File: config.mk
export PLATFORM = sky130hd
export DESIGN_NAME = prt_rd_arbiter
export DESIGN_NICKNAME = d
export VERILOG_FILES = /design/src/rtl/prt_pkg.sv /design/src/rtl/prt_rd_arbiter_rr_pick.sv /design/src/rtl/prt_rd_arbiter.sv
export SDC_FILE = /design/constraint.sdc
export NUM_CORES = 1
export LEC_CHECK = 0
export CORE_MARGIN = 2
export CORE_UTILIZATION = 30
export CTS_CLUSTER_DIAMETER = 50
export DETAILED_ROUTE_END_ITERATION = 8
export PLACE_DENSITY = 0.69
export SLEW_MARGIN = 20
export SYNTH_ARGS = -nofsm -noshare
export SYNTH_HDL_FRONTEND = slang
export SYNTH_SLANG_ARGS = --single-unit
File: constraint.sdc
create_clock -name clk -period 1.05 [get_ports clk]
set_input_delay 0.315 -clock clk [delete_from_list [all_inputs] [get_ports clk]]
set_output_delay 0.315 -clock clk [all_outputs]
set_load 0.005 [all_outputs]
File: src/rtl/prt_pkg.sv
// prt_pkg: shared PRT definitions for the read arbiter slice.
//   Index_Size    - PRT slot index width
//   Table_Size    - number of PRT slots
//   FrameSize     - maximum frame length in bytes
//   DATA_SIZE     - PRT byte width
//   PRTReadOutput - one returned PRT byte (valid/data/last)
//   arb_state_e   - arbiter FSM states; ST_ABORT exists only with PRT_ARB_TIMEOUT_EN
package prt_pkg;

  localparam int Index_Size = 1;
  localparam int Table_Size = 2 ** Index_Size;
  localparam int FrameSize  = 1536;
  localparam int DATA_SIZE  = 8;

  typedef struct packed {
    logic                 valid;
    logic [DATA_SIZE-1:0] data;
    logic                 last;
  } PRTReadOutput;

  typedef enum logic [1:0] {
    ST_IDLE   = 2'd0,
    ST_START  = 2'd1,
`ifdef PRT_ARB_TIMEOUT_EN
    ST_STREAM = 2'd2,
    ST_ABORT  = 2'd3
`else
    ST_STREAM = 2'd2
`endif
  } arb_state_e;

endpackage

File: src/rtl/prt_rd_arbiter_rr_pick.sv
// prt_rr_pick: combinational round-robin selector.
//   req      in  NUM_REQ  request vector
//   rr_ptr   in  IDX_W    index with highest priority
//   pick     out NUM_REQ  one-hot winner (all zero when no request)
//   pick_idx out IDX_W    index of the winner (0 when no request)
module prt_rr_pick #(
  parameter int NUM_REQ = 2,
  parameter int IDX_W   = 1
) (
  input  logic [NUM_REQ-1:0] req,
  input  logic [IDX_W-1:0]   rr_ptr,
  output logic [NUM_REQ-1:0] pick,
  output logic [IDX_W-1:0]   pick_idx
);

  // Scan offsets from farthest to nearest so the requester closest to rr_ptr
  // is written last and therefore wins.
  always_comb begin
    int unsigned j;
    j        = 0;
    pick     = '0;
    pick_idx = '0;
    for (int unsigned k = NUM_REQ; k > 0; k--) begin
      j = ({{(32-IDX_W){1'b0}}, rr_ptr} + k - 1) % NUM_REQ;
      if (req[j]) begin
        pick     = '0;
        pick[j]  = 1'b1;
        pick_idx = IDX_W'(j);
      end
    end
  end

endmodule

File: src/rtl/prt_rd_arbiter.sv
// prt_rd_arbiter: round-robin arbiter granting one egress requester at a time
// exclusive read access to the PRT, streaming returned bytes back to it.
//   clk, reset                   clock, synchronous active-high reset
//   req / req_slot / rd_ready    per-requester request, wanted slot, byte acceptance
//   gnt                          one-hot grant, held for the whole transfer
//   prt_start_rd/prt_start_slot  one-cycle start-reading command to the PRT
//   prt_rd_en                    byte read request (owner's rd_ready while streaming)
//   prt_rd_valid/data/last       PRT byte return
//   out_valid/data/last          registered byte to the owner (1-cycle latency)
//   busy                         arbiter not idle
// Optional macro PRT_ARB_TIMEOUT_EN adds a stall watchdog with outputs
//   prt_inval, prt_inval_slot, timeout_err.
module prt_rd_arbiter
  import prt_pkg::*;
#(
  parameter int NUM_REQ     = 2,
  parameter int SLOT_W      = Index_Size,
  parameter int TIMEOUT_CYC = 64
) (
  input  logic                     clk,
  input  logic                     reset,
  input  logic [NUM_REQ-1:0]       req,
  input  logic [NUM_REQ*SLOT_W-1:0] req_slot,
  input  logic [NUM_REQ-1:0]       rd_ready,
  output logic [NUM_REQ-1:0]       gnt,
  output logic                     prt_start_rd,
  output logic [SLOT_W-1:0]        prt_start_slot,
  output logic                     prt_rd_en,
  input  logic                     prt_rd_valid,
  input  logic [DATA_SIZE-1:0]     prt_rd_data,
  input  logic                     prt_rd_last,
  output logic                     out_valid,
  output logic [DATA_SIZE-1:0]     out_data,
  output logic                     out_last,
`ifdef PRT_ARB_TIMEOUT_EN
  output logic                     prt_inval,
  output logic [SLOT_W-1:0]        prt_inval_slot,
  output logic                     timeout_err,
`endif
  output logic                     busy
);

  localparam int IDX_W = (NUM_REQ > 1) ? $clog2(NUM_REQ) : 1;

  arb_state_e          state;
  logic [IDX_W-1:0]    rr_ptr;
  logic [IDX_W-1:0]    owner;
  logic                hold_idle;
  PRTReadOutput        out_q;
  logic [NUM_REQ-1:0]  pick;
  logic [IDX_W-1:0]    pick_idx;
  logic [SLOT_W-1:0]   pick_slot;
  logic [IDX_W-1:0]    next_ptr;

`ifdef PRT_ARB_TIMEOUT_EN
  localparam int CNT_W = $clog2(TIMEOUT_CYC + 1);
  logic [CNT_W-1:0]    stall_cnt;
  logic [SLOT_W-1:0]   slot_q;
`endif

  prt_rr_pick #(
    .NUM_REQ (NUM_REQ),
    .IDX_W   (IDX_W)
  ) u_pick (
    .req      (req),
    .rr_ptr   (rr_ptr),
    .pick     (pick),
    .pick_idx (pick_idx)
  );

  always_comb begin
    pick_slot = '0;
    for (int unsigned i = 0; i < NUM_REQ; i++) begin
      if (pick[i]) pick_slot = req_slot[i*SLOT_W +: SLOT_W];
    end
  end

  assign next_ptr  = (owner == IDX_W'(NUM_REQ - 1)) ? '0 : owner + IDX_W'(1);
  assign prt_rd_en = (state == ST_STREAM) && rd_ready[owner];
  assign busy      = (state != ST_IDLE);
  assign out_valid = out_q.valid;
  assign out_data  = out_q.data;
  assign out_last  = out_q.last;

  always_ff @(posedge clk) begin
    if (reset) begin
      state          <= ST_IDLE;
      rr_ptr         <= '0;
      owner          <= '0;
      hold_idle      <= 1'b0;
      gnt            <= '0;
      prt_start_rd   <= 1'b0;
      prt_start_slot <= '0;
      out_q          <= '0;
`ifdef PRT_ARB_TIMEOUT_EN
      stall_cnt      <= '0;
      slot_q         <= '0;
      prt_inval      <= 1'b0;
      prt_inval_slot <= '0;
      timeout_err    <= 1'b0;
`endif
    end else begin
      prt_start_rd   <= 1'b0;
      prt_start_slot <= '0;
      out_q.valid    <= prt_rd_valid;
      out_q.data     <= prt_rd_data;
      out_q.last     <= prt_rd_last;
`ifdef PRT_ARB_TIMEOUT_EN
      prt_inval      <= 1'b0;
      prt_inval_slot <= '0;
      timeout_err    <= 1'b0;
`endif
      case (state)
        ST_IDLE: begin
          // The first idle cycle after a transfer never grants.
          if (hold_idle) begin
            hold_idle <= 1'b0;
          end else if (|req) begin
            owner          <= pick_idx;
            gnt            <= pick;
            prt_start_rd   <= 1'b1;
            prt_start_slot <= pick_slot;
`ifdef PRT_ARB_TIMEOUT_EN
            slot_q         <= pick_slot;
`endif
            state          <= ST_START;
          end
        end
        ST_START: state <= ST_STREAM;
        ST_STREAM: begin
          if (prt_rd_valid && prt_rd_last) begin
            state     <= ST_IDLE;
            gnt       <= '0;
            rr_ptr    <= next_ptr;
            hold_idle <= 1'b1;
`ifdef PRT_ARB_TIMEOUT_EN
            stall_cnt <= '0;
`endif
          end
`ifdef PRT_ARB_TIMEOUT_EN
          else if (prt_rd_valid) begin
            stall_cnt <= '0;
          end else if (prt_rd_en) begin
            // Abort on the edge that completes the TIMEOUT_CYC-th stall cycle.
            if (stall_cnt == CNT_W'(TIMEOUT_CYC - 1)) begin
              state          <= ST_ABORT;
              stall_cnt      <= '0;
              prt_inval      <= 1'b1;
              prt_inval_slot <= slot_q;
              timeout_err    <= 1'b1;
            end else begin
              stall_cnt <= stall_cnt + CNT_W'(1);
            end
          end
`endif
        end
`ifdef PRT_ARB_TIMEOUT_EN
        ST_ABORT: begin
          state     <= ST_IDLE;
          gnt       <= '0;
          rr_ptr    <= next_ptr;
          hold_idle <= 1'b1;
        end
`endif
        default: state <= ST_IDLE;
      endcase
    end
  end

endmodule
; Word level (Yosys, flattened, before mapping)
; Index checks and enable logic that the tools add are counted.
[totals]
output_inout_bits = 16
word_cells = 70
reg_bits = 19
input_bits = 18
[op_classes]
n_lt_le_gt_ge = 5
n_addsub = 5
n_mux = 27
reduce_logical = 15
eq_ne = 5
bitwise_logic = 3
[ops]
columns = operator, count
row1 = two-way mux 1 bit, 15
row2 = two-way mux 2 bit, 7
row3 = "< comparator 1 x 2 -> 1 bit, second input constant", 3
row4 = case mux 2 bit (3 select lines), 1
row5 = AND reduction 3 bit, 2
row6 = logical AND 1 bit, 4
row7 = "inequality test 2 bit, second input constant", 2
row8 = case mux 2 bit (2 select lines), 1
row9 = AND reduction 2 bit, 2
row10 = AND reduction 4 bit, 1
row11 = nonzero test 2 bit, 2
row12 = OR reduction 4 bit, 1
row13 = "adder 1 bit, second input constant", 3
row14 = inverter 1 bit, 3
row15 = OR reduction 3 bit, 1
row16 = demux 1 bit (select 1 bit), 2
row17 = "== test 2 x 1 -> 1 bit, second input constant", 1
row18 = "== test 2 bit, second input constant", 1
row19 = "greater-or-equal comparator 1 bit, second input constant", 2
row20 = logical NOT 2 bit, 1
row21 = "inequality test 2 x 1 -> 1 bit, second input constant", 1
row22 = case mux 1 bit (2 select lines), 1
row23 = OR reduction 2 bit, 1
row24 = "subtractor 1 bit, second input constant", 2

; Longest topological paths before layout
; Gate-level depths: netlist of the first run.
[depth]
ltp_word = 11
ltp_mapped = 3
depth_no_buf = 3

; Modules after synthesis
; A second synthesis of the first run with hierarchy kept.
[unflattened]
hier_cells = 66
hier_area_um2 = 689.4
[modules_own_cells]
columns = module, area_each_um2, seq_area_each_um2, instances, cells_each
row1 = prt_rd_arbiter, 663.1, 380.4, 1, 62
row2 = prt_rr_pick, 26.3, 0.0, 1, 4

; Least setup slack after synthesis of the first run
; Ideal clock, no wire load.
[synth_timing]
path_kind = reg-to-reg
start = reg state[0]
end = reg owner
path_stages_with_launch = 4
synth_period_minus_slack_ns = 1.053
required_ns = 0.955
setup_slack_ns = -0.003
arrival_ns = 0.958
setup_ns = 0.095
cell_sequence = dfxtp_1 nor3_4 o21ai_2 a221oi_1
[synth_via]
elab_chain_len = 2
[synth_lines]
columns = element, line_no
row1 = "start, declared", prt_rd_arbiter.sv:45  ; arb_state_e state;
row2 = "start signal, assigned", prt_rd_arbiter.sv:87  ; state <= ST_IDLE;
row3 = "start signal, assigned", prt_rd_arbiter.sv:126  ; state <= ST_START;
row4 = "start signal, assigned", prt_rd_arbiter.sv:129  ; ST_START: state <= ST_STREAM;
row5 = logical NOT 2 bit, prt_rd_arbiter.sv:113  ; case (state)
row6 = AND reduction 3 bit (no line), n/a
row7 = "end signal, assigned", prt_rd_arbiter.sv:119  ; owner <= pick_idx;
row8 = "end, declared", prt_rd_arbiter.sv:47  ; logic [IDX_W-1:0] owner;
; Every way passes these cells.
; A chain may end at the register's enable or synchronous reset.

; Final worst setup path of the first run
[layout_timing]
start = reg state[0]
end = out prt_rd_en
[layout_via]
elab_chain_len = 2
[layout_lines]
columns = element, line_no
row1 = == test 2 bit, prt_rd_arbiter.sv:79  ; assign prt_rd_en = (state == ST_STREAM) && rd_ready[owner];
row2 = logical AND 1 bit, prt_rd_arbiter.sv:79
row3 = "end, declared", prt_rd_arbiter.sv:28  ; output logic prt_rd_en,
; Every way passes these cells.

==> impl_results.rst, run 1 <==
.. list-table::
   :header-rows: 1

   * - Metric
     - Value
   * - Net count of the finished layout
     - 129
   * - Number of placement rows
     - 16
   * - GRT Residual Overflow
     - 0
   * - Share of flip-flops with an asynchronous set or reset
     - 0%
   * - Avg Cell Area, Syn
     - 11.1 um^2
   * - DPL Wire Length
     - 1020 um
   * - Design area
     - 1190 um^2
   * - Lkg Pwr
     - 0.553 nW
   * - Sequential share of the synthesized area
     - 59.3%
   * - Level count of the clock H-tree
     - 1
   * - Aggregate routed wire length
     - 1440 um
   * - Number of DRC markers in iteration 0
     - 3
   * - Number of nets in the synthesized netlist
     - 76
   * - Cell total after placement
     - 125
   * - Post-DR wirelength/cell
     - 10.5 um
   * - Pre-CTS setup slack
     - -0.822 ns
   * - Drt first pass iters
     - 2
   * - Final Hold Vio Count
     - 0
   * - Failing checks
     - setup timing
   * - Clk root buf
     - sky130_fd_sc_hd__clkbuf_4
   * - Slew at the pin closest to its max-slew limit
     - 0.260 ns
   * - Worst setup slack for register-to-register paths
     - -0.17 ns
   * - Die Ht
     - 50.3 um
   * - Outcome
     - complete, but fails checks
   * - Post-layout instance count excluding filler cells
     - 137
   * - Antenna diodes
     - 0
   * - Clock tree from TritonCTS
     - yes
   * - Remaining antenna violation count
     - 0
   * - Layout Area Growth over Synthesis
     - 85.6%
   * - Synthesis-stage register bit count
     - 19
   * - Maximum fanout count along the critical path
     - 2
   * - Post-synthesis cell type count
     - 22
   * - Area of the die
     - 2530 um^2
   * - Main synth FF type
     - sky130_fd_sc_hd__dfxtp_1
   * - Final period util
     - 129%
   * - Remaining max-slew budget at the tightest pin
     - 82.6%
   * - Smallest setup slack after layout
     - -0.300 ns
   * - Width of the chip
     - 50.3 um
   * - Global-route total usage across every layer
     - 12.3%
   * - Boundary pin count
     - 34
   * - Synthesized instance count
     - 58
   * - Final Wtd Congestion
     - 0.731
   * - Number of pins with negative max-slew slack in the final report
     - 0
   * - Logic pwr share
     - 26.7%
   * - Max cap viols
     - 0
   * - IR drop worst, VDD
     - 0.000680 V
   * - Global-route wire length before repair
     - 2350 um
   * - Area of the multi-input gates
     - 312 um^2
   * - Skew final
     - 0.00339 ns
   * - Count of flip-flops with a built-in enable after synthesis
     - 0
   * - Net switching power of the design
     - 0.000375 W
   * - Placeable core area
     - 1980 um^2
   * - Largest net degree at the start of global routing
     - 11
   * - Port buffer count
     - 33
   * - Arrival time of data at the critical path endpoint
     - 1.04 ns
   * - Type of the tightest min-delay check
     - in2reg
   * - Critical Path Sink Type
     - primary output
   * - Top cell type by total area after synthesis
     - sky130_fd_sc_hd__dfxtp_1
   * - Cell internal pwr
     - 0.00119 W
   * - Yosys warnings
     - 0
   * - Final setup violation count
     - 10
   * - Share of cells above drive strength 1
     - 48.2%
   * - Area share of the largest cell type after synthesis
     - 59.3%
   * - Inserted Clock Buffers
     - 3
   * - Cell area after placement
     - 1070 um^2
   * - RSZ-0062 raised after global routing
     - true
   * - Netlist Area Pre-Place
     - 642 um^2
   * - Power per Cell Area
     - 1310 nW/um^2
   * - Area taken by flip-flops and latches
     - 389 um^2
   * - Initial core utilization
     - 32.4%
   * - Antenna violations before repair
     - 0
   * - Clock insertion delay at the later pin of the skew report
     - 0.28 ns
   * - Total DRC errors in the routed layout
     - 0
   * - Fraction of power consumed by the clock network
     - 22.0%
   * - Number of buffers on the longest clock path
     - 2
   * - Kind of launch point of the worst setup path
     - flip-flop
   * - Critical path start-end classification
     - reg2out
   * - Endpoint required time on the critical path
     - 0.73 ns
   * - Overall via count from detail_route
     - 585
   * - Top cells by area, synth
     - sky130_fd_sc_hd__dfxtp_1 (59%), sky130_fd_sc_hd__nor2b_1 (9.7%), sky130_fd_sc_hd__mux2i_1 (3.1%), sky130_fd_sc_hd__a221oi_1 (2.7%), sky130_fd_sc_hd__and3b_1 (2.7%)
   * - Sinks on Clock Net
     - 19
   * - Shortest clock period the worst path allows after layout
     - 1.35 ns
   * - Routed via count divided by cell count
     - 4.27
   * - Total of hold buffers inserted after clock tree synthesis
     - 0
   * - Post-CTS clock slew at the launch and capture registers of the worst setup and hold paths
     - 0.10 ns
   * - Most frequent cells in the layout
     - sky130_fd_sc_hd__dfxtp_1 (12), sky130_fd_sc_hd__clkdlybuf4s50_1 (12), sky130_fd_sc_hd__buf_2 (12), sky130_fd_sc_hd__buf_4 (12), sky130_fd_sc_hd__nor2b_1 (10)
   * - Register share of total power
     - 51.2%
   * - Timing-limited maximum frequency
     - 741 MHz
   * - Net switching share of the total power
     - 24.0%
   * - Layout filler cell count
     - 170
   * - Vias in the first global route
     - 553
   * - Utilization after layout
     - 60.1%
-- power groups by stage --
stage          clock, W  combinational (W)  sequential [W]
2_1_floorplan         0           0.000104        0.000823
3_3_place_gp          0           0.000323        0.000812
3_5_place_dp          0           0.000326        0.000812
4_1_cts        0.000364           0.000367        0.000800
5_1_grt        0.000406           0.000454        0.000809
6_report       0.000345           0.000418        0.000801
-- worst paths after layout --
check,from,to,depth (start not counted)
setup / recovery,state[0],prt_rd_en,3
hold / removal,prt_rd_valid,out_valid,3
setup reg to reg,state[0],rr_ptr,6
hold reg to reg,owner,owner,2
-- critical path, cell delays in order (launching register included) --
cell,delay (ns)
sky130_fd_sc_hd__dfxtp_2,0.34
sky130_fd_sc_hd__buf_6,0.11
sky130_fd_sc_hd__nor3b_1,0.18
sky130_fd_sc_hd__buf_2,0.14
-- Yosys cell counts (2+ instances only) --
cell type                  count
sky130_fd_sc_hd__dfxtp_1      19
sky130_fd_sc_hd__nor2b_1      10
sky130_fd_sc_hd__nand2_1       3
sky130_fd_sc_hd__nor2_1        3
sky130_fd_sc_hd__a221oi_1      2
sky130_fd_sc_hd__and3b_1       2
sky130_fd_sc_hd__clkbuf_1      2
sky130_fd_sc_hd__mux2i_1       2
sky130_fd_sc_hd__nand2b_1      2
-- repair_timing --
| action | CTS | global route |
|---|---|---|
| endpoints found under the setup margin | 21 | 22 |
| resized for setup | 81 | 16 |
| pin swaps | 6 | 7 |
| buffers inserted | 6 | 2 |
-- state kept, by name, summed over array words and instances, names as in the netlist --
signal / flops
prt_start_slot: 1
out_data: 8
owner: 1
out_valid: 1
prt_start_rd: 1
hold_idle: 1
gnt: 2
out_last: 1
state: 2
rr_ptr: 1
-- logic make-up (layout without fill, tap and decap cells) --
family          Yosys count  after routing  share of synthesized area [%]
flops                    19             19                           59.3
mux                       2              2                           3.12
simple gates             26             26                           25.9
compound gates            8              8                           9.94
buf+inv                   3             55                           1.75
-- per-stage QoR --
step	total power [W]	hold slack, ns	setup TNS [ns]
after floorplan	0.000927	0.443	0
after global placement	0.00113	0.463	-5.86
after detailed placement	0.00114	0.458	-6.22
after CTS	0.00153	0.474	-1.71
after global routing	0.00167	0.382	-2.38
final	0.00156	0.389	-1.40
-- final cells by class --
cell class	instances	share of cell area [%]
multi-input cells	36	26.2
well taps	27	2.84
repair buffers	50	35.8
inverters	1	0.315
flip-flops and latches	19	32.7
clock buffers	4	2.21
-- per-layer routing --
metal | vias to the layer above | wire length, um | GRT usage (%)
li1 | 302 | - | -
met2 | 22 | 748 | 24.3
met5 | - | 0 | 0
met1 | 259 | 550 | 12.0
met4 | 0 | 6 | 4.17
met3 | 2 | 135 | 3.27
Power figures use the tool's default switching activity.
==> inputs of run 2 (changes only) <==
--- a/config.mk
+++ b/config.mk
@@ -9,7 +9,8 @@
 export CORE_UTILIZATION = 30
 export CTS_CLUSTER_DIAMETER = 50
 export DETAILED_ROUTE_END_ITERATION = 8
-export PLACE_DENSITY = 0.69
+export DONT_BUFFER_PORTS = 1
+export PLACE_DENSITY = 0.48
 export SLEW_MARGIN = 20
 export SYNTH_ARGS = -nofsm -noshare
 export SYNTH_HDL_FRONTEND = slang
==> run 2 against run 1 <==
Compared with the run above: the run still ends with setup timing left; largest cell class is now registers; die area unchanged; design area decreased by 28%; power decreased by 8.0%; clock-buffer cell count unchanged; largest power group unchanged; clock skew increased by 0.0022 ns; clock power increased by 5%; setup slack improved by 0.055 ns.
==> impl_results.rst, run 2 (synthesis results as in run 1) <==
.. list-table::
   :header-rows: 1

   * - Metric
     - Value
   * - Outcome
     - complete, but fails checks (unchanged)
   * - Failing checks
     - setup timing (unchanged)
   * - Level count of the clock H-tree
     - 1 (unchanged)
   * - Worst setup slack for register-to-register paths
     - -0.11 ns (was -0.17 ns)
   * - Placeable core area
     - 1980 um^2 (unchanged)
   * - Crit path buf inv count
     - 0 (was 2)
   * - Arrival time of data at the critical path endpoint
     - 0.98 ns (was 1.04 ns)
   * - Kind of launch point of the worst setup path
     - flip-flop (unchanged)
   * - Routed via count divided by cell count
     - 4.73 (was 4.27)
   * - Critical Path Sink Type
     - primary output (unchanged)
   * - Clk root buf
     - sky130_fd_sc_hd__clkbuf_4 (unchanged)
   * - Net count of the finished layout
     - 88 (was 129)
   * - Global routing met1 resource utilization
     - 11.0% (was 12.0%)
   * - Largest register FFs
     - 8 (unchanged)
   * - IR drop worst, VDD
     - 0.000778 V (was 0.000680 V)
   * - Smallest setup slack after layout
     - -0.245 ns (was -0.300 ns)
   * - Layout Area Growth over Synthesis
     - 33.7% (was 85.6%)
   * - Type of the tightest min-delay check
     - in2reg (unchanged)
   * - CP max stage delay
     - 0.35 ns (was 0.34 ns)
   * - Endpoint of the worst hold path
     - state[0] (was out_valid)
   * - Cell total after placement
     - 85 (was 125)
   * - Port buffer count
     - 0 (was 33)
   * - Aggregate routed wire length
     - 1310 um (was 1440 um)
   * - Largest net degree at the start of global routing
     - 21 (was 11)
   * - CP top delay family
     - flip-flops (unchanged)
   * - Drt first pass iters
     - 2 (unchanged)
   * - Global-route total usage across every layer
     - 11.3% (was 12.3%)
   * - Maximum fanout count along the critical path
     - 2 (unchanged)
   * - Slew at the pin closest to its max-slew limit
     - 0.333 ns (was 0.260 ns)
   * - Number of pins with negative max-slew slack in the final report
     - 0 (unchanged)
   * - Final setup violation count
     - 7 (was 10)
   * - Sinks on Clock Net
     - 19 (unchanged)
   * - Layer with the highest usage after global routing
     - met2 (unchanged)
   * - Inserted Clock Buffers
     - 3 (unchanged)
   * - Skew final
     - 0.00558 ns (was 0.00339 ns)
   * - Initial core utilization
     - 32.4% (unchanged)
   * - Shortest clock period the worst path allows after layout
     - 1.30 ns (was 1.35 ns)
   * - Power per Cell Area
     - 1680 nW/um^2 (was 1310 nW/um^2)
   * - Post-DR wirelength/cell
     - 13.7 um (was 10.5 um)
   * - Die Ht
     - 50.3 um (unchanged)
   * - Critical path start-end classification
     - reg2out (unchanged)
   * - Area of the die
     - 2530 um^2 (unchanged)
   * - Length in cells of the worst reg-to-reg path
     - 4 (was 6)
   * - Final period util
     - 123% (was 129%)
   * - Overall via count from detail_route
     - 454 (was 585)
   * - RSZ-0062 raised after global routing
     - true (unchanged)
   * - Share of cells above drive strength 1
     - 42.0% (was 48.2%)
   * - Endpoint required time on the critical path
     - 0.73 ns (about the same)
   * - Ordered cell list for the critical path
     - mux2i_2 > nor3b_4 (was buf_6 > nor3b_1 > buf_2)
   * - Hold path startpoint
     - reset (was prt_rd_valid)
   * - Pre-CTS setup slack
     - -0.0698 ns (was -0.822 ns)
   * - Clock insertion delay at the later pin of the skew report
     - 0.30 ns (was 0.28 ns)
   * - Final Hold Vio Count
     - 0 (unchanged)
   * - Hold path depth
     - 1 (was 3)
   * - DPL Wire Length
     - 838 um (was 1020 um)
   * - Final Wtd Congestion
     - 0.657 (was 0.731)
   * - Antenna diodes
     - 0 (unchanged)
   * - Boundary pin count
     - 34 (unchanged)
   * - Number of buffers on the longest clock path
     - 2 (unchanged)
   * - Critical register-to-register path startpoint
     - state[0] (unchanged)
   * - Met3 Usage GRT
     - 7.44% (was 3.27%)
   * - Global-route wire length before repair
     - 2030 um (was 2350 um)
   * - Antenna violations before repair
     - 0 (unchanged)
   * - Remaining max-slew budget at the tightest pin
     - 77.7% (was 82.6%)
   * - GRT Residual Overflow
     - 0 (unchanged)
   * - Width of the chip
     - 50.3 um (unchanged)
   * - Total DRC errors in the routed layout
     - 0 (unchanged)
   * - Most common cell after layout, fill and taps aside
     - sky130_fd_sc_hd__dfxtp_1
   * - GR Layer Usage met2
     - 18.9% (was 24.3%)
   * - Layout filler cell count
     - 201 (was 170)
   * - Clock tree from TritonCTS
     - yes (unchanged)
   * - Total number of cells along the worst setup path
     - 2 (was 3)
   * - Post-layout instance count excluding filler cells
     - 96 (was 137)
   * - Lkg Pwr
     - 0.335 nW (was 0.553 nW)
   * - Number of placement rows
     - 16 (unchanged)
   * - Timing-limited maximum frequency
     - 772 MHz (was 741 MHz)
   * - Most frequent cells in the layout
     - sky130_fd_sc_hd__dfxtp_1 (16), sky130_fd_sc_hd__nor2b_1 (10), sky130_fd_sc_hd__buf_4 (5) (was sky130_fd_sc_hd__dfxtp_1 (12), sky130_fd_sc_hd__clkdlybuf4s50_1 (12), sky130_fd_sc_hd__buf_2 (12), sky130_fd_sc_hd__buf_4 (12), sky130_fd_sc_hd__nor2b_1 (10))
   * - Vias in the first global route
     - 465 (was 553)
   * - Post-CTS clock slew at the launch and capture registers of the worst setup and hold paths
     - 0.10 ns (about the same)
   * - Slowest CP cell
     - sky130_fd_sc_hd__dfxtp_2 (unchanged)
   * - Worst flop-to-flop path endpoint
     - owner (was rr_ptr)
   * - Max cap viols
     - 0 (unchanged)
   * - Remaining antenna violation count
     - 0 (unchanged)
   * - Number of DRC markers in iteration 0
     - 4 (was 3)
   * - Worst hold slack across all endpoints
     - 0.0682 ns (was 0.389 ns)
## run 2: cell count changes in the layout (fill, tap and decap cells not counted), moves of 2 or more
cell / before / now
sky130_fd_sc_hd__buf_2: 12 / 0
sky130_fd_sc_hd__clkdlybuf4s50_1: 12 / 0
sky130_fd_sc_hd__dlymetal6s2s_1: 3 / 0
sky130_fd_sc_hd__buf_6: 9 / 4
sky130_fd_sc_hd__dfxtp_4: 0 / 2
sky130_fd_sc_hd__buf_4: 12 / 5
sky130_fd_sc_hd__dfxtp_2: 7 / 1
sky130_fd_sc_hd__dfxtp_1: 12 / 16
sky130_fd_sc_hd__dlygate4sd2_1: 2 / 0
## run 2: final cells by class
type                    instances  area, um^2  area share, %
well taps                      27        33.8           3.94
flip-flops and latches         19         389           45.3
inverters                       1        3.75          0.437
repair buffers                  9        82.6           9.62
multi-input cells              36         323           37.6
clock buffers                   4        26.3           3.06
## run 2: what timing repair did
item | CTS | global route
setup buffers | 3 | 4
cloned | 0 | 0
hold buffers | 0 | 0
resized for setup | 11 | 14
pin swaps | 3 | 5
endpoints found under the setup margin | 5 | 8
## run 2: report_power, final
part / leakage, nW / switching [W] / internal (W)
Sequential: 0.159 / 0.0000403 / 0.000776
Combinational: 0.161 / 0.000103 / 0.000157
Clock: 0.0150 / 0.000214 / 0.000148
Total: 0.335 / 0.000357 / 0.00108
## run 2: routing by layer
metal	part of all wire, %	vias up
li1	-	218
met1	36	208
met2	49	23
met3	12	5
met4	2.2	0
met5	0	-
## run 2: stage by stage
stage	util (%)	setup TNS (ns)	instance area, um^2	total power (W)
2_1_floorplan	-	0	642	0.000927
3_3_place_gp	34.5	-0.0766	683	0.000961
3_5_place_dp	34.5	-0.115	683	0.000960
4_1_cts	38.9	-0.688	771	0.00138
5_1_grt	43.3	-1.31	858	0.00153
6_report	43.3	-0.791	858	0.00144
## run 2: worst max-delay path by stage
stage,endpoint,slack [ns],from
6_report,prt_rd_en,-0.25,owner
5_1_grt,prt_rd_en,-0.29,owner
2_1_floorplan,owner,0.009,state[1]
3_3_place_gp,owner,-0.06,state[1]
4_1_cts,prt_rd_en,-0.24,owner
3_5_place_dp,owner,-0.07,state[1]
